[src/rtl/srdl2sv_amba3ahblite_pb.sv]
// srdl2sv_amba3ahblite_pb: AHB-Lite slave to srdl2sv b2r/r2b bridge with posted-write buffer,
// read-after-write ordering, transfer timeout and HREADY-qualified address phases.
package srdl2sv_amba3ahblite_pb_pkg;
    // Struct fields are sized for the widest legal configuration; narrower buses zero-fill the top.
    typedef struct packed {
        logic        w_vld;
        logic        r_vld;
        logic [31:0] addr;
        logic [63:0] data;
        logic [7:0]  byte_en;
    } b2r_t;

    typedef struct packed {
        logic [63:0] data;
        logic        rdy;
        logic        err;
    } r2b_t;
endpackage

module srdl2sv_amba3ahblite_pb
    import srdl2sv_amba3ahblite_pb_pkg::*;
#(
    parameter int BUS_BITS       = 32,
    parameter int ADDR_BITS      = 32,
    parameter int WBUF_DEPTH     = 2,
    parameter int TIMEOUT_CYCLES = 0
) (
    input  logic                            HCLK,
    input  logic                            HRESETn,
    input  logic                            HSEL,
    input  logic [ADDR_BITS-1:0]            HADDR,
    input  logic                            HWRITE,
    input  logic [2:0]                      HSIZE,
    input  logic [3:0]                      HPROT,
    input  logic [1:0]                      HTRANS,
    input  logic                            HREADY,
    input  logic [BUS_BITS-1:0]             HWDATA,
    output logic                            HREADYOUT,
    output logic                            HRESP,
    output logic [BUS_BITS-1:0]             HRDATA,
    output b2r_t                            b2r,
    input  r2b_t                            r2b,
    output logic [$clog2(WBUF_DEPTH):0]     wbuf_level,
    output logic                            posted_err
);
    localparam int BUS_BYTES = BUS_BITS / 8;
    localparam int BW        = $clog2(BUS_BYTES);
    localparam int PW        = WBUF_DEPTH > 1 ? $clog2(WBUF_DEPTH) : 1;
    localparam int LW        = $clog2(WBUF_DEPTH) + 1;

    typedef enum logic [2:0] {D_IDLE, D_WR, D_RD, D_ERR0, D_ERR1} state_t;

    state_t               state_q;
    logic [ADDR_BITS-1:0] addr_q;
    logic [BUS_BYTES-1:0] be_q;
    logic [BW-1:0]        off_q;
    logic [ADDR_BITS-1:0] wb_addr_q [WBUF_DEPTH];
    logic [BUS_BITS-1:0]  wb_data_q [WBUF_DEPTH];
    logic [BUS_BYTES-1:0] wb_be_q   [WBUF_DEPTH];
    logic [PW-1:0]        wp_q, rp_q;
    logic [LW-1:0]        lvl_q;
    logic [31:0]          tmo_q;
    logic                 perr_q;

    logic                 acc, ill, empty, full, rd_iss, w_vld, vld, fire, pop, push, hrdy;
    logic [BW-1:0]        mask;
    logic [BUS_BYTES-1:0] be_c;
    state_t               nxt;
    logic                 unused;

    function automatic logic [PW-1:0] inc(input logic [PW-1:0] p);
        return (p == PW'(WBUF_DEPTH - 1)) ? '0 : p + 1'b1;
    endfunction

    assign acc  = HSEL && HREADY && HTRANS[1];
    assign mask = BW'((32'd1 << HSIZE) - 32'd1);
    assign ill  = (HSIZE > 3'(BW)) || |(HADDR[BW-1:0] & mask);
    assign be_c = BUS_BYTES'(((16'd1 << (5'd1 << HSIZE)) - 16'd1) << HADDR[BW-1:0]);
    assign nxt  = ill ? D_ERR0 : HWRITE ? D_WR : D_RD;

    // A read only issues once every earlier posted write has drained, so the two vlds never overlap.
    assign empty  = lvl_q == '0;
    assign full   = lvl_q == LW'(WBUF_DEPTH);
    assign rd_iss = (state_q == D_RD) && empty;
    assign w_vld  = !empty;
    assign vld    = w_vld || rd_iss;
    assign fire   = (TIMEOUT_CYCLES != 0) && vld && !r2b.rdy && (tmo_q == 32'(TIMEOUT_CYCLES - 1));
    assign pop    = w_vld && (r2b.rdy || r2b.err || fire);
    assign hrdy   = (state_q == D_WR) ? (!full || pop) :
                    (state_q == D_RD) ? (rd_iss && r2b.rdy && !r2b.err) :
                    (state_q != D_ERR0);
    assign push   = (state_q == D_WR) && hrdy;

    always_ff @(posedge HCLK or negedge HRESETn) begin
        if (!HRESETn) begin
            state_q <= D_IDLE;
            addr_q  <= '0;
            be_q    <= '0;
            off_q   <= '0;
            wp_q    <= '0;
            rp_q    <= '0;
            lvl_q   <= '0;
            tmo_q   <= '0;
            perr_q  <= 1'b0;
        end else begin
            if (state_q == D_ERR0)
                state_q <= D_ERR1;
            else if (rd_iss && ((r2b.rdy && r2b.err) || fire))
                state_q <= D_ERR0;
            else if (hrdy)
                state_q <= acc ? nxt : D_IDLE;
            if (hrdy && acc) begin
                addr_q <= {HADDR[ADDR_BITS-1:BW], BW'(0)};
                be_q   <= be_c;
                off_q  <= HADDR[BW-1:0];
            end
            if (push)
                wp_q <= inc(wp_q);
            if (pop)
                rp_q <= inc(rp_q);
            lvl_q  <= lvl_q + LW'(push) - LW'(pop);
            tmo_q  <= (vld && !r2b.rdy && !pop && !fire) ? tmo_q + 32'd1 : '0;
            perr_q <= w_vld && (r2b.err || fire);
        end
    end

    always_ff @(posedge HCLK) begin
        if (push) begin
            wb_addr_q[wp_q] <= addr_q;
            wb_data_q[wp_q] <= HWDATA << {off_q, 3'b000};
            wb_be_q[wp_q]   <= be_q;
        end
    end

    always_comb begin
        b2r         = '0;
        b2r.w_vld   = w_vld;
        b2r.r_vld   = rd_iss;
        b2r.addr    = w_vld ? 32'(wb_addr_q[rp_q]) : rd_iss ? 32'(addr_q) : '0;
        b2r.data    = w_vld ? 64'(wb_data_q[rp_q]) : '0;
        b2r.byte_en = w_vld ? 8'(wb_be_q[rp_q]) : rd_iss ? 8'(be_q) : '0;
    end

    assign HREADYOUT  = hrdy;
    assign HRESP      = (state_q == D_ERR0) || (state_q == D_ERR1);
    assign HRDATA     = rd_iss ? r2b.data[BUS_BITS-1:0] : '0;
    assign wbuf_level = lvl_q;
    assign posted_err = perr_q;
    assign unused     = ^{HPROT, HTRANS[0], r2b.data};
endmodule
[config.mk]
export PLATFORM = sky130hd
export DESIGN_NAME = srdl2sv_amba3ahblite_pb
export DESIGN_NICKNAME = d
export VERILOG_FILES = /design/src/rtl/srdl2sv_amba3ahblite_pb.sv
export SDC_FILE = /design/constraint.sdc
export NUM_CORES = 1
export LEC_CHECK = 0
export ABC_AREA = 1
export CAP_MARGIN = 40
export CORE_ASPECT_RATIO = 0.6
export CORE_MARGIN = 2
export CORE_UTILIZATION = 45
export DETAILED_ROUTE_END_ITERATION = 8
export PLACE_DENSITY = 0.89
export SLEW_MARGIN = 20
export SYNTH_ARGS = -nofsm -noshare
export SYNTH_HDL_FRONTEND = slang
export SYNTH_SLANG_ARGS = --single-unit
export TNS_END_PERCENT = 5
[constraint.sdc]
create_clock -name HCLK -period 5.6 [get_ports HCLK]
set_clock_uncertainty 0.1 [all_clocks]
set_input_delay 0.84 -clock HCLK [delete_from_list [all_inputs] [get_ports HCLK]]
set_output_delay 0.84 -clock HCLK [all_outputs]
set_load 0.02 [all_outputs]
==> summary.txt, run 1 <==
Routing
  – 1st-iter DRT viols: between 400 and 500
  – DRT antenna net count: 0
  – Wire per inst: around 16 um
  – Routed vias: ~6500
  – DRC: 0
  – Final wirelength: 20900 um
  – TritonRoute pass-1 iters: 5
  – Vias/cell: a little over 5

Floorplanning
  – Initial Utilization: a little under half
  – Die area: 19300 um2
  – I/O Pins: ~290
  – Die Span Y: between 100 and 150 um
  – Total core area: about 18000 um2
  – # rows: 38
  – Die Wd: around 180 um

Final layout
  – Most frequent cells in the layout: nand2_1, clkdlybuf4s50_1, edfxtp_1, nor2_1, o21ai_0
  – Final nets: between 1000 and 1500
  – Area growth from synthesis to layout: 34.8%
  – Fraction of layout cells with a size suffix above 1: about 5.7%
  – ANT cells: 0

Timing
  – Slack of the critical path: 1.61 ns
  – Max Slew Vio Count: 0
  – Least-Margin Pin Slew: 0.725 ns
  – Setup tns final: 0 ns
  – Final number of setup-violating endpoints: 0
  – Fin crit share: 71.2%
  – Max transition margin: ~52%
  – RSZ-0062 raised after global routing: false
  – Fmax: ~250 MHz
  – Fin. Hold Viols: 0
  – Tmin final: between 3 and 4 ns

GRT
  – First-pass GRT wire length: ~32000 um
  – Initial antenna violation count: 1
  – All-Layer GR Usage: 22.0%
  – Global route total overflow: 0
  – Largest net degree at the start of global routing: 67
  – Vias in the first global route: between 6000 and 7000

Setup path
  – Crit path required time: around 4.7 ns
  – CP arrival: approximately 3.1 ns
  – Crit. End Element: output pin
  – R2R depth: 11
  – WS Path Type: register to output pin
  – Crit start category: register
  – Worst Path Max Fanout: 36

Synth
  – Synthesized area: just over 8000 um2
  – Largest family of logic cells by synthesized area: simple AND/OR/NAND/NOR gates
  – FFs w/ async S/R, synth: between 20% and 30%
  – Simple-gate portion of the synthesized area: between 15 and 20%
  – XOR/XNOR Fraction of Synth Area: less than 1%
  – Mux contribution to synthesized area: less than 1%
  – Compound-cell area share of the yosys netlist: under 10%
  – Post-Synth Adder-Cell Area: less than 1%
  – Post-synth EDFFs: 132
  – Yosys reg bits: about 180
  – Sequential area share after synthesis: between 60 and 70%
  – Yosys warnings: 0
  – Gate count after technology mapping: between 800 and 900
  – Syn avg cell area: 9.68 um2
  – Prevailing post-synth register cell: edfxtp_1
  – Number of distinct library cells after synthesis: 33

Power
  – VDD IR max: ~0.19 mV
  – Power per Cell Area: between 400 and 500 nW/um2
  – Static Leakage: around 0.0044 uW

Clock tree
  – Clock Sinks: 176
  – Clk root buf: clkbuf_16
  – Worst-path clk slew: 0.08 ns
  – TritonCTS clock tree: yes
  – Clock Tree Buf Depth: 2
  – CTS Buf Count: 17
  – Hold-fix buffers, CTS: 0
  – Post_cts resized: 0
  – Setup Buffers After CTS: 0
  – Clk Latency, worst-skew pair: 0.41 ns
  – CTS H-tree lvls: 4

Place
  – Port buffer count: between 200 and 250
  – Routability congestion estimate from global placement: 0.801
  – DP Worst Slack: ~2.0 ns
  – DP Wirelength: 14100 um

Run status
  – Status: finished, final reports clean

Min path
  – Worst hold-check path type: input pin to asynchronous set/reset pin

Run
  – Max Cap Viol: 0
==> through the flow <==
stage               hold slack [ns]  power [uW]  util, %  instances  area (um2)
CTS                           0.263        5210     61.2       1290       11000
global placement              0.374        3940     57.3       1253       10300
detailed placement            0.376        4030     57.9       1258       10400
floorplan                     0.364        3020        -        880        8300
global route                  0.292        5460     61.4       1292       11000
finish                        0.266        5180     61.4       1292       11000
==> synth_stat cells, types with 2 or more instances <==
cell	n	area [um2]
edfxtp_1	132	3960
buf_6	4	45.0
dfrtp_1	44	1100
nand2_2	2	12.5
mux2i_1	6	60.1
nor2_1	92	345
a21oi_1	57	285
buf_4	43	323
nand4_1	3	18.8
inv_1	54	203
nand2_1	210	788
and3_1	2	12.5
clkbuf_1	34	128
nand3_1	42	210
a22oi_1	7	52.6
ha_1	3	37.5
xnor2_1	2	17.5
o21ai_0	85	425
nand3b_1	3	22.5
buf_1	5	18.8
==> logic make-up after synthesis <==
logic type | count (synthesis)
simple gates | 359
flops | 176
compound gates | 152
buf+inv | 143
mux | 6
fa+ha+maj | 3
xor+xnor | 3
other cells | 1
==> layer usage <==
| layer | GRT usage [%] | wire length (um) | share of wire, % | vias up |
|---|---|---|---|---|
| met4 | 5.33 | 255 | 1.2 | 2 |
| li1 | - | - | - | 3134 |
| met3 | 6.33 | 1650 | 7.9 | 23 |
| met5 | 0 | 13 | 0.062 | - |
| met1 | 28.4 | 8950 | 43 | 3127 |
| met2 | 36.9 | 10000 | 48 | 255 |
==> registers in the layout (all words and copies together), names as in the netlist <==
register,flops
wp_q,1
rp_q,1
wb_addr_q,60
wb_data_q,64
addr_q,30
posted_err,1
be_q,4
wb_be_q,8
state_q,3
wbuf_level,2
off_q,2
==> power by group <==
| part | leakage (uW) | switching, uW | internal, uW |
|---|---|---|---|
| combinational | 0.00239 | 1330 | 879 |
| clock | 0.000286 | 544 | 641 |
| sequential | 0.00176 | 117 | 1670 |
| total | 0.00444 | 1990 | 3190 |
==> path summary, 6_finish.rpt <==
check                                         from                        end  slack, ns
max in group asynchronous                  HRESETn        be_q[3]$_DFFE_PN0P_       4.58
min                                        HRESETn     addr_q[30]$_DFFE_PN0P_       0.27
min in group HCLK            addr_q[3]$_DFFE_PN0P_  wb_addr_q[1][1]$_DFFE_PP_       0.39
max reg2reg                wbuf_level[1]$_DFF_PN0_      addr_q[6]$_DFFE_PN0P_       2.28
max                        wbuf_level[1]$_DFF_PN0_                  HREADYOUT       1.61
min reg2reg                  addr_q[3]$_DFFE_PN0P_  wb_addr_q[1][1]$_DFFE_PP_       0.39
==> worst max-delay path, cell delays in order (launching register included) <==
cell and delay (ns):
dfrtp_1 0.45, nor2_4 0.16, buf_4 0.36, inv_2 0.36
o21ai_2 0.22, nand3b_2 0.13, nand2_2 0.20, nand2_2 0.12
clkdlybuf4s50_1 0.56
==> area by class of cell <==
class                           count  area, um2
Clock buffer                       18        429
Clock inverter                     14        166
Fill cell                        1427       6920
Inverter                           56        210
Multi-Input combinational cell    561       2520
Sequential cell                   176       5070
Tap cell                          240        300
Timing Repair Buffer              227       2300
Note: power is estimated with default switching activity, not from simulation.
==> inputs of run 2 (changes only) <==
--- a/config.mk
+++ b/config.mk
@@ -9,9 +9,9 @@
 export CAP_MARGIN = 40
 export CORE_ASPECT_RATIO = 0.6
 export CORE_MARGIN = 2
-export CORE_UTILIZATION = 45
+export CORE_UTILIZATION = 41
 export DETAILED_ROUTE_END_ITERATION = 8
-export PLACE_DENSITY = 0.89
+export PLACE_DENSITY = 0.86
 export SLEW_MARGIN = 20
 export SYNTH_ARGS = -nofsm -noshare
 export SYNTH_HDL_FRONTEND = slang
==> constraint.sdc (replaced) <==
create_clock -name HCLK -period 3.55 [get_ports HCLK]
set_clock_uncertainty 0.1 [all_clocks]
set_input_delay 0.5325 -clock HCLK [delete_from_list [all_inputs] [get_ports HCLK]]
set_output_delay 0.5325 -clock HCLK [all_outputs]
set_load 0.02 [all_outputs]
==> summary.txt, run 2 (synthesis results as in run 1) <==
GRT
  – Initial antenna violation count: 2
  – Vias in the first global route: roughly 6400
  – All-Layer GR Usage: approximately a fifth
  – Global route total overflow: 0
  – First-pass GRT wire length: between 30000 and 40000 um
  – Largest net degree at the start of global routing: 68

Clock tree
  – Post_cts resized: 0
  – Clock Tree Buf Depth: 2
  – Hold-fix buffers, CTS: 0
  – Clk root buf: clkbuf_16
  – Setup Buffers After CTS: 0
  – Clk Latency, worst-skew pair: about 0.42 ns
  – Worst-path clk slew: around 0.080 ns
  – TritonCTS clock tree: yes
  – CTS Buf Count: 17
  – CTS H-tree lvls: 4
  – Clock Sinks: roughly 180

Routing
  – TritonRoute pass-1 iters: 5
  – Routed vias: ~6400
  – Metal2 WL: just over 10000 um
  – Met3 routed WL: about 1700 um
  – Highest routed layer: met5
  – Vias/cell: 4.86
  – Wire per inst: ~16 um
  – Metal-1 WL: between 9000 and 10000 um
  – DRT antenna net count: 0
  – Final wirelength: 21600 um
  – 1st-iter DRT viols: around 570
  – DRC: 0

Floorplanning
  – Initial Utilization: between 40% and 50%
  – I/O Pins: between 200 and 300
  – Die area: 21100 um2
  – Die Wd: around 190 um
  – Die Span Y: between 100 and 150 um
  – # rows: 39
  – Total core area: 19300 um2

Run
  – Max Cap Viol: 0

Final layout
  – Layout Utilization: between 50% and 60%
  – Area growth from synthesis to layout: 35.0%
  – Commonest non-fill, non-tap cell in the layout: nand2_1
  – Multi-input combinational cell area: around 2500 um2
  – Largest regs: wb_data_q x64, wb_addr_q x60, addr_q x30
  – Most frequent cells in the layout: nand2_1, clkdlybuf4s50_1, edfxtp_1, nor2_1, o21ai_0
  – Fillers: 1662
  – Max reg flops: between 60 and 70
  – Register with the highest flop count: wb_data_q
  – Final nets: approximately 1200
  – Register area: just over 5000 um2
  – Fraction of layout cells with a size suffix above 1: 6.45%
  – Design area: 11000 um2

Setup path
  – Crit path required time: approximately 2.9 ns
  – Crit start category: register
  – Delay-heaviest family, CP: buffers and inverters
  – Worst Path Max Fanout: 13
  – Slowest CP cell: clkdlybuf4s50_1
  – WP buf/inv: 4
  – CP arrival: ~2.7 ns
  – Crit-path cells: inv_1 -> nor2_1 -> nand3_1 -> clkinv_1 -> buf_4 -> nand2_1 -> o21ai_0 -> clkdlybuf4s50_1
  – Slowest Stage Delay on Critical Path: 0.57 ns
  – WS Path Type: register to output pin
  – Crit. End Element: output pin

Power
  – VDD IR max: 0.471 mV
  – Power per Cell Area: ~740 nW/um2
  – Final total power: approximately 8100 uW
  – Static Leakage: around 0.0045 uW

Place
  – DP Wirelength: between 15000 and 20000 um
  – Port buffer count: ~210
  – Area after DPL: between 10000 and 15000 um2
  – Routability congestion estimate from global placement: 0.810

Timing
  – Least-Margin Pin Slew: ~0.67 ns
  – RSZ-0062 raised after global routing: false
  – Fin. Hold Viols: 0
  – Fin crit share: 94.4%
  – Max transition margin: about 55%
  – Tmin final: 3.35 ns
  – Final number of setup-violating endpoints: 0
  – Max Slew Vio Count: 0
  – Fmax: about 300 MHz

Min path
  – Worst hold-check path type: input pin to asynchronous set/reset pin

Run status
  – Status: finished, final reports clean
## run 2: stage by stage
stage	worst slack [ns]	hold WS [ns]	instances	setup TNS [ns]
6_report	0.200	0.0358	1322	0
5_1_grt	0.0722	0.0715	1322	0
4_1_cts	0.235	0.0450	1320	0
3_5_place_dp	0.551	0.379	1288	0
3_3_place_gp	0.593	0.376	1287	0
2_1_floorplan	-0.843	0.137	880	-55.61
## run 2: cell type report
| cell class | count | share of cell area (%) |
|---|---|---|
| clock inverter | 15 | 1.49 |
| inverter | 56 | 1.91 |
| tap | 266 | 3.02 |
| timing repair buffer | 230 | 20.8 |
| antenna | 1 | 0.0227 |
| multi-input combinational | 561 | 22.9 |
| clock buffer | 17 | 3.86 |
| sequential | 176 | 46.0 |
## run 2: report_power, final
part	switching [uW]	internal (uW)	total, uW
registers	210	2640	2850
clock network	879	945	1820
logic	2080	1390	3470
total	3170	4970	8140
## run 2: worst paths after layout
| path | endpoint | cells past startpoint | from | slack, ns |
|---|---|---|---|---|
| worst max-delay path | b2r[80] | 8 | state_q[1]$_DFFE_PN0P_ | 0.20 |
| worst min-delay path | addr_q[17]$_DFFE_PN0P_ | 1 | HRESETn | 0.04 |
| worst max register to register | addr_q[10]$_DFFE_PN0P_ | 10 | wbuf_level[1]$_DFF_PN0_ | 0.76 |
| worst min register to register | wb_addr_q[1][22]$_DFFE_PP_ | 0 | addr_q[24]$_DFFE_PN0P_ | 0.40 |
| max in group asynchronous | rp_q$_DFFE_PN0P_ | 2 | HRESETn | 2.74 |
| min in group HCLK | wb_addr_q[1][22]$_DFFE_PP_ | 0 | addr_q[24]$_DFFE_PN0P_ | 0.40 |
## run 2: layer usage
layer | GRT usage, % | vias up
met2 | 34.6 | 214
li1 | - | 3145
met5 | 0 | -
met1 | 27.5 | 3046
met3 | 6.21 | 15
met4 | 5.25 | 2
==> inputs of run 3 (changes only) <==
--- a/config.mk
+++ b/config.mk
@@ -12,6 +12,7 @@
 export CORE_UTILIZATION = 41
 export DETAILED_ROUTE_END_ITERATION = 8
 export PLACE_DENSITY = 0.86
+export SKIP_LAST_GASP = 1
 export SLEW_MARGIN = 20
 export SYNTH_ARGS = -nofsm -noshare
 export SYNTH_HDL_FRONTEND = slang
==> results of run 3 <==
The final DEF is identical to that of run 2; final timing and power are the same.
==> RTL edit: new RTL, settings of run 1 <==
Reset style: synchronous (`HRESETn`), changed in one clocked block.
--- a/src/rtl/srdl2sv_amba3ahblite_pb.sv
+++ b/src/rtl/srdl2sv_amba3ahblite_pb.sv
@@ -91,7 +91,7 @@
                     (state_q != D_ERR0);
     assign push   = (state_q == D_WR) && hrdy;
 
-    always_ff @(posedge HCLK or negedge HRESETn) begin
+    always_ff @(posedge HCLK) begin
         if (!HRESETn) begin
             state_q <= D_IDLE;
             addr_q  <= '0;
Formal check against the unedited RTL: differs if HRESETn is asserted again (counterexample within 4 cycles, from zero or initial values and one cycle with HRESETn low); with HRESETn held inactive, the same outputs for 4 cycles.
==> RTL edit against run 1 <==
Area after synthesis increased by 1.2%; total power fell by 19%; maximum frequency shrank 5.1%; synthesized cell count up 6.3%; non-clock buffer count decreased by 2; die area up 1.2%; critical path depth is the same; routed wire length grew 0.65%; sequential share of layout area decreased by 2.1 points; register-to-register slack gained 0.71 ns; setup slack lost 0.21 ns; sequential cell count increased by 1; design area up 0.59%; critical endpoint is now b2r[78]; largest power group unchanged.
==> RTL edit: results (changes against run 1) <==
| Metric | Value |
|---|---|
| Initial antenna violation count | `0 (was 1)` |
| Leakage power of the design | `0.00423 uW (was 0.00444 uW)` |
| Clock share of power | `0.284 (was 0.228)` |
| Cell at the slowest stage of the critical path | `sky130_fd_sc_hd__clkinv_2 (was sky130_fd_sc_hd__clkdlybuf4s50_1)` |
| Met2 global-route usage | `0.342 (was 0.369)` |
| GRT Resource Usage Total | `0.211 (was 0.220)` |
| Distinct cells, synth | `29 (was 33)` |
| Met3 Track Usage GR | `0.0457 (was 0.0633)` |
| Count of flip-flops and latches | `177 (was 176)` |
| Placed Cells | `1,300 (was 1,258)` |
| Portion of the layout cell area used by clock cells | `0.0562 (was 0.0541)` |
| Largest cells by area after synthesis | `sky130_fd_sc_hd__edfxtp_1, sky130_fd_sc_hd__dfxtp_1, sky130_fd_sc_hd__nand2_1, sky130_fd_sc_hd__nor2_1, sky130_fd_sc_hd__a21oi_1 (was sky130_fd_sc_hd__edfxtp_1, sky130_fd_sc_hd__dfrtp_1, sky130_fd_sc_hd__nand2_1, sky130_fd_sc_hd__o21ai_0, sky130_fd_sc_hd__nor2_1)` |
| Hold/Removal Path Class | `register to register (was input port to async pin)` |
| XOR/XNOR share of the synthesized area | `0.00106 (was 0.00322)` |
| Syn-to-layout area delta | `33.9% (was 34.8%)` |
| Number of global-route vias before repair | `6,168 (was 6,345)` |
| Layout net count | `1,227 (was 1,186)` |
| Non-Clock Buffer Count | `225 (was 227)` |
| Run status | `completed (unchanged)` |
| Share of the final layout cell area in multi-input gates | `0.249 (was 0.229)` |
| Final-layout fill cell count | `1,431 (was 1,427)` |
| Max IR drop VDD | `0.252 mV (was 0.192 mV)` |
| Number of signal-net inverters in the final layout | `62 (was 56)` |
| Initial drt markers | `615 (was 439)` |
| Drt via density | `5.10 (was 5.06)` |
| Adder-cell area share of the yosys netlist | `0.00454 (was 0.00460)` |
| Share of cells above drive strength 1 | `0.0512 (was 0.0570)` |
| Top cells by instance count after synthesis | `sky130_fd_sc_hd__nand2_1, sky130_fd_sc_hd__nor2_1, sky130_fd_sc_hd__edfxtp_1, sky130_fd_sc_hd__a21oi_1, sky130_fd_sc_hd__o21ai_0 (was sky130_fd_sc_hd__nand2_1, sky130_fd_sc_hd__edfxtp_1, sky130_fd_sc_hd__nor2_1, sky130_fd_sc_hd__o21ai_0, sky130_fd_sc_hd__a21oi_1)` |
| Reported net switching power | `1540 uW (was 1990 uW)` |
| Synthesized netlist cell count | `896 (was 843)` |
RTL edit: cell types whose count changed after synthesis, sizes merged, moves of 6 or more:
cell	run 1	this run
dfxtp	0	45
dfrtp	44	0
nand3b	4	31
nand3	42	12
inv	55	61
nor2	93	134
clkbuf	34	42
a21oi	57	94
nand2	213	176
RTL edit: final timing paths:
kind                                  from                    endpoint  slack [ns]  cells past startpoint
setup / recovery  wbuf_level[1]$_SDFF_PN0_                     b2r[78]        1.40                      8
hold reg to reg       be_q[3]$_SDFFE_PN0P_     wb_be_q[1][3]$_DFFE_PP_        0.36                      0
hold / removal        be_q[3]$_SDFFE_PN0P_     wb_be_q[1][3]$_DFFE_PP_        0.36                      0
setup reg to reg     off_q[0]$_SDFFE_PN0P_  wb_data_q[1][30]$_DFFE_PP_        2.99                      4
RTL edit: through the flow:
step	hold WS [ns]	power [uW]
6_report	0.356	4230
5_1_grt	0.357	4420
4_1_cts	0.350	4250
3_5_place_dp	0.335	3050
3_3_place_gp	0.331	3030
2_1_floorplan	0.326	2360
